## src/rtl/mul32_seq_pkg.sv

```systemverilog
// mul32_seq_pkg: shared states, widths, latencies and operand helper for the sequential multiplier
package mul32_seq_pkg;
  localparam int W = 32;
  localparam int CNT_W = 5;
  localparam int MUL_LAT_U = 33;
  localparam int MUL_LAT_S = 35;
  typedef enum logic [2:0] {IDLE, CALC, NEG_LO, NEG_HI, DONE} state_t;
  // magnitude as unsigned; |0x80000000| stays 0x80000000
  function automatic logic [W-1:0] mag(input logic [W-1:0] x, input logic s);
    return (s && x[W-1]) ? -x : x;
  endfunction
endpackage

```

## src/rtl/cla32.sv

```systemverilog
// cla32: 32-bit carry-lookahead adder, 4-bit lookahead groups
// ports: a, b operands; ci carry in; s sum; c0 carry out
module cla32
  import mul32_seq_pkg::*;
(
  input  logic [W-1:0] a,
  input  logic [W-1:0] b,
  input  logic         ci,
  output logic [W-1:0] s,
  output logic         c0
);
  logic [W-1:0] g, p;
  logic [W:0] c;
  always_comb begin
    g = a & b;
    p = a ^ b;
    c = '0;
    c[0] = ci;
    for (int k = 0; k < W; k += 4) begin
      c[k+1] = g[k] | (p[k] & c[k]);
      c[k+2] = g[k+1] | (p[k+1] & g[k]) | (p[k+1] & p[k] & c[k]);
      c[k+3] = g[k+2] | (p[k+2] & g[k+1]) | (p[k+2] & p[k+1] & g[k]) | (p[k+2] & p[k+1] & p[k] & c[k]);
      c[k+4] = g[k+3] | (p[k+3] & g[k+2]) | (p[k+3] & p[k+2] & g[k+1]) | (p[k+3] & p[k+2] & p[k+1] & g[k])
             | (p[k+3] & p[k+2] & p[k+1] & p[k] & c[k]);
    end
    s = p ^ c[W-1:0];
    c0 = c[W];
  end
endmodule

```

## src/rtl/mul32_seq.sv

```systemverilog
// mul32_seq: radix-2 shift-add 32x32->64 multiplier, signed/unsigned, built around one cla32
// ports: clk; rst_n async active low; start/sign_mode/a/b launch an op (accepted in IDLE or DONE);
//        busy while computing; done one-cycle pulse; prod held until the next result or reset
module mul32_seq
  import mul32_seq_pkg::*;
(
  input  logic           clk,
  input  logic           rst_n,
  input  logic           start,
  input  logic           sign_mode,
  input  logic [W-1:0]   a,
  input  logic [W-1:0]   b,
  output logic           busy,
  output logic           done,
  output logic [2*W-1:0] prod
);
  state_t state;
  logic [CNT_W-1:0] cnt;
  logic [W-1:0] mcand, mplier, hi, lo;
  logic smode, sgn, carry;
  logic [W-1:0] op_a, op_b, sum;
  logic ci, co, accept;
  // the single adder serves accumulation in CALC and two's-complement negation in NEG_LO/NEG_HI
  always_comb begin
    op_a = state == CALC ? hi : state == NEG_LO ? ~lo : state == NEG_HI ? ~hi : '0;
    op_b = (state == CALC && mplier[0]) ? mcand : '0;
    ci = state == NEG_LO ? 1'b1 : state == NEG_HI ? carry : 1'b0;
  end
  cla32 u_cla (.a(op_a), .b(op_b), .ci(ci), .s(sum), .c0(co));
  assign accept = start && (state == IDLE || state == DONE);
  // outputs are registered from the current state, so they trail it by one cycle
  always_ff @(posedge clk or negedge rst_n)
    if (!rst_n) begin
      state <= IDLE;
      cnt <= '0;
      mcand <= '0;
      mplier <= '0;
      hi <= '0;
      lo <= '0;
      smode <= 1'b0;
      sgn <= 1'b0;
      carry <= 1'b0;
      busy <= 1'b0;
      done <= 1'b0;
      prod <= '0;
    end else begin
      busy <= state == CALC || state == NEG_LO || state == NEG_HI;
      done <= state == DONE;
      if (state == DONE) prod <= {hi, lo};
      if (accept) begin
        state <= CALC;
        cnt <= '0;
        mcand <= mag(a, sign_mode);
        mplier <= mag(b, sign_mode);
        hi <= '0;
        lo <= '0;
        smode <= sign_mode;
        sgn <= sign_mode & (a[W-1] ^ b[W-1]);
        carry <= 1'b0;
      end else
        case (state)
          CALC: begin
            // adder carry becomes the accumulator MSB as the 33-bit sum shifts right
            hi <= {co, sum[W-1:1]};
            lo <= {sum[0], lo[W-1:1]};
            mplier <= mplier >> 1;
            cnt <= cnt + 1'b1;
            if (&cnt) state <= smode ? NEG_LO : DONE;
          end
          NEG_LO: begin
            if (sgn) begin
              lo <= sum;
              carry <= co;
            end
            state <= NEG_HI;
          end
          NEG_HI: begin
            if (sgn) hi <= sum;
            state <= DONE;
          end
          default: state <= IDLE;
        endcase
    end
endmodule

```

## config.mk

```make
export PLATFORM = sky130hd
export DESIGN_NAME = mul32_seq
export DESIGN_NICKNAME = d
export VERILOG_FILES = /design/src/rtl/mul32_seq_pkg.sv /design/src/rtl/cla32.sv /design/src/rtl/mul32_seq.sv
export SDC_FILE = /design/constraint.sdc
export NUM_CORES = 1
export LEC_CHECK = 0
export CAP_MARGIN = 20
export CORE_MARGIN = 1
export CORE_UTILIZATION = 40
export DETAILED_ROUTE_END_ITERATION = 8
export PLACE_DENSITY = 0.72
export REMOVE_ABC_BUFFERS = 1
export SLEW_MARGIN = 10
export SYNTH_ARGS = -nofsm -noshare
export SYNTH_HDL_FRONTEND = slang
export SYNTH_SLANG_ARGS = --single-unit
export TNS_END_PERCENT = 100
```

## constraint.sdc

```tcl
create_clock -name clk -period 5.77 [get_ports clk]
set_input_delay 0.8655 -clock clk [delete_from_list [all_inputs] [get_ports clk]]
set_output_delay 0.8655 -clock clk [all_outputs]
set_load 0.05 [all_outputs]
```

Word level (Yosys, flattened, before mapping)
Cells that the tools add are included.
{"block": "totals", "regBits": 205, "inputBits": 68, "elab_cells": 278}
{"block": "op_classes", "n_addsub": 3, "eq_ne": 7, "muxes": 24, "n_bitwise": 215, "n_reduce_logical": 17}
{"op": "$mux 32", "n": 11}
{"op": "$and 1x1->1", "n": 129}
{"op": "$pmux 32 s2", "n": 2}
{"op": "$or 1x1->1", "n": 80}
{"op": "$neg 32->32", "n": 2}
{"op": "$not 32->32", "n": 2}
{"op": "$xor 32x32->32", "n": 2}
{"op": "$and 32x32->32", "n": 1}
{"op": "$mux 5", "n": 2}
{"op": "$mux 3", "n": 3}
{"op": "$pmux 3 s3", "n": 1}
{"op": "$eq 3x2->1 const B", "n": 2}
{"op": "$ne 3x3->1 const B", "n": 2}
{"op": "$reduce_and 2->1", "n": 3}
{"op": "$reduce_bool 2->1", "n": 3}
{"op": "$reduce_bool 3->1", "n": 2}
{"op": "$add 5x1->5 const B", "n": 1}
{"op": "$mux 1", "n": 5}
{"op": "$reduce_and 5->1", "n": 1}
{"op": "$logic_and 1x1->1", "n": 4}
{"op": "$eq 3x1->1 const B", "n": 1}
{"op": "$eq 3x3->1 const B", "n": 1}
{"op": "$logic_not 3->1", "n": 1}
{"op": "$logic_or 1x1->1", "n": 3}
{"op": "2 further kinds", "n": 2}

Longest topological paths before layout
{"block": "depth", "depth_word": 28, "mapped_depth": 21}

Cells and area by module
Synthesis repeated with hierarchy kept, for this count alone.
{"block": "unflattened", "cells_unflattened": 1279, "area_unflattened_um2": 12340.6}
{"mod": "mul32_seq", "instances": 1, "cells_per_inst": 1126, "area_each_um2": 11035.6, "seq_area_each_um2": 5129.9}
{"mod": "cla32", "instances": 1, "cells_per_inst": 153, "area_each_um2": 1305.0, "seq_area_each_um2": 0.0}

Least setup slack after synthesis
OpenSTA, ideal clock, no wires.
{"block": "synth_path", "path_type": "register to register", "from": "register state[1]", "to": "register hi[29]", "setup_time_ns": 0.131, "arrival_time_ns": 4.163, "t_required_ns": 5.639, "path_slack_ns": 1.476, "path_stages_with_launch": 19, "synth_period_minus_slack_ns": 4.294, "cell_sequence": "dfrtp_1 > buf_1 > clkbuf_1 > xor2_1 > a21oi_1 > nor2_1 > ha_1 > a21o_1 > a21o_1 > a221o_1 > a32o_1 > o21ai_0 > nand2b_1 > a41o_1 > fa_1 > xnor2_1 > nor2_1 > a31oi_1 > o21ai_0"}
{"block": "synth_via", "elab_chain_cells": 28}
{"element": "start: declaration", "line": "mul32_seq.sv:17", "text": "state_t state;"}
{"element": "start signal: assignment", "line": "mul32_seq.sv:68", "text": "if (&cnt) state <= smode ? NEG_LO : DONE;"}
{"element": "$eq 3x2->1", "line": "mul32_seq.sv:25, mul32_seq.sv:27, mul32_seq.sv:61"}
{"element": "$mux 32 (3 in series)", "line": "mul32_seq.sv:25", "text": "op_a = state == CALC ? hi : state == NEG_LO ? ~lo : state == NEG_HI ? ~hi : '0;"}
{"element": "$xor 32x32->32 or $and 32x32->32 (tied branches)", "line": "cla32.sv:16, cla32.sv:15"}
{"element": "$and 1x1->1 (on tied branches)", "line": "cla32.sv:23, cla32.sv:24"}
{"element": "$or 1x1->1 (tied with other cells) (2 in series)", "line": "cla32.sv:23", "text": "c[k+4] = g[k+3] | (p[k+3] & g[k+2]) | (p[k+3] & p[k+2] & g[k+1]) | (p[k+3] & p[k+2] & p[k+1] & g[k])"}
{"element": "$or 1x1->1 or $and 1x1->1 (tied branches)", "line": "cla32.sv:23, cla32.sv:24"}
{"element": "$or 1x1->1", "line": "cla32.sv:24", "text": "| (p[k+3] & p[k+2] & p[k+1] & p[k] & c[k]);"}
{"element": "$and 1x1->1", "line": "cla32.sv:24"}
{"element": "[9 not listed]"}
{"element": "$and 1x1->1", "line": "cla32.sv:24"}
{"element": "$or 1x1->1", "line": "cla32.sv:24"}
{"element": "$and 1x1->1", "line": "cla32.sv:20", "text": "c[k+1] = g[k] | (p[k] & c[k]);"}
{"element": "$or 1x1->1", "line": "cla32.sv:20"}
{"element": "$xor 32x32->32", "line": "cla32.sv:26", "text": "s = p ^ c[W-1:0];"}
{"element": "$mux 32", "line": "mul32_seq.sv:78", "text": "if (sgn) hi <= sum;"}
{"element": "$pmux 32 s2", "line": "mul32_seq.sv:61", "text": "case (state)"}
{"element": "$mux 32", "line": "mul32_seq.sv:50", "text": "if (accept) begin"}
{"element": "end signal: assignment", "line": "mul32_seq.sv:64", "text": "hi <= {co, sum[W-1:1]};"}
{"element": "end signal: assignment", "line": "mul32_seq.sv:78"}
{"element": "end: declaration", "line": "mul32_seq.sv:19", "text": "logic [W-1:0] mcand, mplier, hi, lo;"}
Several ways; a longest one is shown, not always the timed one. The select of a mux whose other input is x is not followed.
A chain may end at the register's enable or synchronous reset.

Worst setup path after layout
{"block": "layout_path", "from": "register state[0]", "to": "register hi[28]"}
{"block": "layout_via", "elab_chain_cells": 27}
{"element": "$eq 3x2->1", "line": "mul32_seq.sv:25, mul32_seq.sv:27, mul32_seq.sv:61"}
{"element": "$mux 32 (3 in series)", "line": "mul32_seq.sv:25"}
{"element": "$xor 32x32->32 or $and 32x32->32 (tied branches)", "line": "cla32.sv:16, cla32.sv:15"}
{"element": "$and 1x1->1 (on tied branches)", "line": "cla32.sv:23, cla32.sv:24"}
{"element": "$or 1x1->1 (tied with other cells) (2 in series)", "line": "cla32.sv:23"}
{"element": "$or 1x1->1 or $and 1x1->1 (tied branches)", "line": "cla32.sv:23, cla32.sv:24"}
{"element": "$or 1x1->1", "line": "cla32.sv:24"}
{"element": "$and 1x1->1", "line": "cla32.sv:24"}
{"element": "[8 not listed]"}
{"element": "$or 1x1->1", "line": "cla32.sv:24"}
{"element": "$and 1x1->1", "line": "cla32.sv:24"}
{"element": "$or 1x1->1", "line": "cla32.sv:24"}
{"element": "$and 1x1->1", "line": "cla32.sv:20"}
{"element": "$or 1x1->1", "line": "cla32.sv:20"}
{"element": "$xor 32x32->32", "line": "cla32.sv:26"}
{"element": "$pmux 32 s2", "line": "mul32_seq.sv:61"}
{"element": "$mux 32", "line": "mul32_seq.sv:50"}
Several ways; a longest one is shown, not always the timed one. The select of a mux whose other input is x is not followed.

==> results.toml <==
[logic_synthesis]
ys.flop_type = "dfrtp_1"
yosysWarnings = 0
synth_area_mm2 = 0.01200
async_flop_share_pct = 100.0
synthCells = 1296
ys_seq_area_share_pct = 42.76
syn-mean-instance-area_um2 = 9.258
synth_edf_count = 0
ys_ff_latch = 205
yosysUniqueCellTypes = 63

[global_routing]
grt_max_degree = 112
grt_pass1_vias = 9687
grt_usage_pct = 21.49
gr-total-overflow = 0
antenna_found_initial = 0
grt_pass1_wl_um = 52850

[critical_path]
path_max_fanout = 17
cp.arrival_ns = 4.99
cp_data_required_time_ns = 6.13
crit_type = "reg2reg"
end_kind = "flop"
cp-start-kind = "flop"

[status]
status = "finished, final reports clean"

[cts]
post_cts_resized = 0
clk_latency_ns = 0.52
hold_buffers = 0
cts-root-buf = "clkbuf_16"
clk_pin_slew_ns = 0.07
cts.sink_count = 205
postCtsSetupBuffers = 0
cts_made_buffers = 23
cts_tree = "done"
clock_path_buffers = 3
htree_levels = 1

[detailed_routing]
first_pass_iters = 5
wl_per_cell_um = 18.37
routed_wl_um = 33020
dr_total_vias = 10110
drtIter0Drc = 813
final_antenna_net_count = 0
remaining_drc_errors = 0
viasPerCell = 5.625

[final_layout]
insertedDiodeCount = 0
fillers = 2716
nNetsFinal = 1504
areaGrowthSynthToFinish_pct = 20.17
final_cells = 1797
final_cell_area_mm2 = 0.01442
drive_above_1_share_pct = 9.879

[sta]
period_minus_slack_ns = 4.634
slew_violations = 0
fmax_mhz = 215.8
slew_headroom_pct = 27.49
grt_setup_unrepaired = "no"
worst_pin_slew_ns = 1.084
clock_skew_ns = 0.01240
setup_viol = 0
finalHoldViolations = 0
post-route-period-util_pct = 80.31
whs_ns = 0.4462

[power]
p_per_area_mw_per_mm2 = 439.4
ir_drop_mv = 0.2067
cellLeakagePower_nw = 6.490

[hold_path]
hold_class = "in2async"

[die]
num_io_pins = 134
die-area_mm2 = 0.03069
die_h_um = 175.2
initial_core_util_pct = 40.59
core-area_mm2 = 0.02956
rows = 63
die_w_um = 175.2

[placement]
place_area_mm2 = 0.01370
dp.cells = 1757
io_buffers = 133
dp_hpwl_um = 23270
gp_congestion = 0.9261

[run]
maxCapViolations = 0
## cell usage after synthesis, types with 11 or more instances
| cell | number | area, um^2 |
|---|---|---|
| dfrtp_1 | 205 | 5130 |
| nand2_1 | 162 | 608.1 |
| nor2_1 | 119 | 446.7 |
| o21ai_0 | 107 | 535.5 |
| a21oi_1 | 90 | 450.4 |
| clkbuf_1 | 74 | 277.8 |
| xor2_1 | 65 | 569.3 |
| mux2_2 | 64 | 720.7 |
| xnor2_1 | 49 | 429.2 |
| and3_1 | 41 | 256.5 |
| ha_1 | 36 | 450.4 |
| a22oi_1 | 31 | 232.7 |
| inv_1 | 18 | 67.56 |
| nor3_1 | 17 | 85.08 |
| nand3_1 | 16 | 80.08 |
| a22o_1 | 13 | 113.9 |
| o211ai_1 | 12 | 90.09 |
| o31ai_1 | 12 | 90.09 |
| and2_1 | 11 | 68.82 |
| nand2b_1 | 11 | 68.82 |
## stage by stage
step                      setup TNS, ns  util, %  setup WS (ns)  total power [mW]
final                                 0    48.77          1.136             6.335
after global routing                  0    48.77         0.8944             6.769
after CTS                             0    48.77          1.176             6.330
after detailed placement              0    46.34          1.192             4.905
after global placement                0    46.34          1.322             4.854
after floorplan                  -4.096        -        -0.5045             4.048
## sequential cells by signal, indices dropped and copies added (netlist names)
register / flops
prod: 64
state: 3
smode: 1
lo: 32
mcand: 32
busy: 1
sgn: 1
mplier: 32
carry: 1
done: 1
cnt: 5
hi: 32
## critical path, cell delays in order (launching register included)
cell and delay [ns]:
dfrtp_1 0.35, buf_4 0.24, nand2b_1 0.57, buf_4 0.32
nor2_1 0.06, a21oi_1 0.13, nor2_1 0.06, ha_1 0.36
a21o_1 0.19, a221o_1 0.43, a32o_1 0.29, o21ai_0 0.17
nand2b_1 0.11, a41o_1 0.25, fa_1 0.38, xnor2_1 0.25
nand2_1 0.10, o211ai_1 0.11, o21ai_0 0.09
## where the power goes
part,leakage [nW],internal (mW),total [mW],switching [mW]
registers,2.58,1.89,2.28,0.392
logic,3.55,1.09,2.65,1.56
clock network,0.354,0.818,1.41,0.587
## layout by cell type (no fill, tap or decap), types with 4 or more instances in the layout
cell and instances:
nand3_1 16, a21o_1 10, o221ai_1 5, a31oi_1 8, o41ai_1 6, o2111ai_1 10
clkbuf_16 23, clkbuf_1 5, a32o_1 6, inv_1 18, nand4_1 6, nand2b_1 11
xor2_1 65, nor2_1 116, mux2_2 64, a221o_1 7, clkdlybuf4s50_1 132, ha_1 36
a22oi_1 31, o31ai_1 12, nor3_1 16, a21oi_1 90, clkinv_2 4, nand2_1 161
o21ai_0 107, a22o_1 13, a211oi_1 4, o211ai_1 12, and2_1 10, and3_1 41
mux2i_1 5, nor2b_1 7, buf_4 18, nor4_1 9, dfrtp_1 204, clkbuf_8 4
fa_1 8, xnor2_1 49
## cell type report
class / count / area, um^2 / share of cell area (%)
Multi-Input combinational cell: 992 / 6521 / 45.23
Sequential cell: 205 / 5131 / 35.59
Timing Repair Buffer: 152 / 1490 / 10.34
Clock buffer: 31 / 635.6 / 4.409
Tap cell: 390 / 488.0 / 3.385
Clock inverter: 9 / 83.83 / 0.5814
Inverter: 18 / 67.56 / 0.4686
## cell families after synthesis
| logic type | Yosys count | synth area share (%) |
|---|---|---|
| simple gates | 421 | 16.13 |
| xor+xnor | 114 | 8.322 |
| mux | 69 | 6.424 |
| compound gates | 344 | 18.17 |
| flops | 205 | 42.76 |
| buf+inv | 99 | 3.108 |
| fa+ha+maj | 44 | 5.089 |
## path summary, 6_finish.rpt
kind	from	to	slack (ns)	cells after the start
worst min-delay path	rst_n	done	0.45	1
worst max register to register	state[0]	hi[28]	1.14	18
max in group asynchronous	rst_n	state[1]	4.28	2
worst max-delay path	state[0]	hi[28]	1.14	18
min in group clk	mcand[20]	mcand[20]	0.48	2
worst min register to register	mcand[20]	mcand[20]	0.48	2
## routing by layer
layer	GRT usage [%]	up-vias	share of wire (%)	routed length [um]
met4	5.688	0	2.2	727
met1	29.58	4894	45	14700
met2	34.66	371	46	15170
met5	0	-	0	0
li1	-	4799	-	-
met3	3.960	45	7.3	2416
(Power assumes the default switching activity.)
==> variant (same flow settings) <==
Change the package constant `W` from 32 to 64.
--- a/src/rtl/mul32_seq_pkg.sv
+++ b/src/rtl/mul32_seq_pkg.sv
@@ -2,3 +2,3 @@
 package mul32_seq_pkg;
-  localparam int W = 32;
+  localparam int W = 64;
   localparam int CNT_W = 5;
Ports: changed (resized a, b and prod); port bits go from 134 to 262. No check against the original RTL was run, so the function may have changed too.
==> variant against the unedited design <==
- setup slack got worse by 540 ps
- the run now ends with DRC left
- highest routed layer is now met5
- total power increased by 130%
- critical path depth is the same
- synthesized area grew 100%
- wire length increased by 120%
- combinational power increased to 2.6 times the old value
- cell count rose by 110%
- count of clock-buffer cells in the layout rose by 28
- worst hold slack worse by 230 ps
- global-route usage is 2.4 points higher
- first-iteration DRC count increased by 120%
- cell area is 100% higher
- maximum frequency is 10% lower
- sequential cell count up 192
==> variant: results (changes against the unedited design) <==
| Metric | Value |
|---|---|
| Status | finished, violations left (was finished clean) |
| Main area contributors after synthesis | dfrtp_1, nand2_1, mux2_2 (was dfrtp_1, mux2_2, nand2_1) |
| Met1 Use GR | 32.0% (was 29.6%) |
| Worst setup endpoint | hi[53] (was hi[28]) |
| Critical Path Fanout Max | 35 (was 17) |
| TritonCTS Buffers | 45 (was 23) |
| Final hold slack | 217 ps (was 446 ps) |
| Wire length per cell | 20.0 um (was 18.4 um) |
| Global-route usage over all layers | 23.9% (was 21.5%) |
| Largest stage delay, worst path | 690 ps (was 570 ps) |
| Failing checks | DRC |
| R2R setup slack | 600 ps (was 1140 ps) |
| Max FFs per register | 128 (was 64) |
| Compound-Gate Fraction of Synth Area | 16.5% (was 18.2%) |
| Cell variety after synth | 84 (was 63) |
| P_leak | 12.9 nW (was 6.49 nW) |
| Cell count after synthesis | 2727 (was 1296) |
| Clock Skew | 33.3 ps (was 12.4 ps) |
| Max VDD drop | 0.000272 V (was 0.000207 V) |
| M1 wire length | 31200 um (was 14700 um) |
| Final WL | 74100 um (was 33000 um) |
| First-pass GRT wire length | 116000 um (was 52900 um) |
| Uppermost layer routed | met5 (was met4) |
| Worst Max-Slew Pin Slew | 1100 ps (was 1080 ps) |
| CP Launch Point | state[1] (was state[0]) |
| Detailed-route via count | 21200 (was 10100) |
| Placed Area | 27400 um2 (was 13700 um2) |
| DR DRC count | 12 (was 0) |
| H-tree Lvls | 2 (was 1) |
variant: area by class of cell:
type                            count  area, um2  area share, %
Multi-Input combinational cell   2114      13400           46.3
Clock buffer                       59       1230           4.25
Tap cell                          773        967           3.35
Clock inverter                     22        228          0.788
Antenna cell                        7       17.5         0.0606
Sequential cell                   397       9940           34.4
Timing Repair Buffer              303       3010           10.4
Inverter                           31        116          0.403
variant: cells by family after synthesis:
| logic type | Yosys count |
|---|---|
| and+or+nand+nor | 995 |
| AOI/OAI and AO/OA | 650 |
| DFF | 397 |
| xor gates and xnor gates | 233 |
| buffers and inverters | 216 |
| muxes | 152 |
| adders and majority gates | 84 |
variant: power breakdown:
part,switching [mW],internal [mW]
Combinational,4.19,2.71
Clock,1.23,1.64
Sequential,0.899,3.78
Total,6.31,8.14
variant: critical path: cells and delay by family (launching register included):
kind            cells  cell delay (ps)
xor+xnor            2              450
buf+inv             1              640
simple gates        5              830
flops               1              690
compound gates      8             1650
fa+ha+maj           2              770
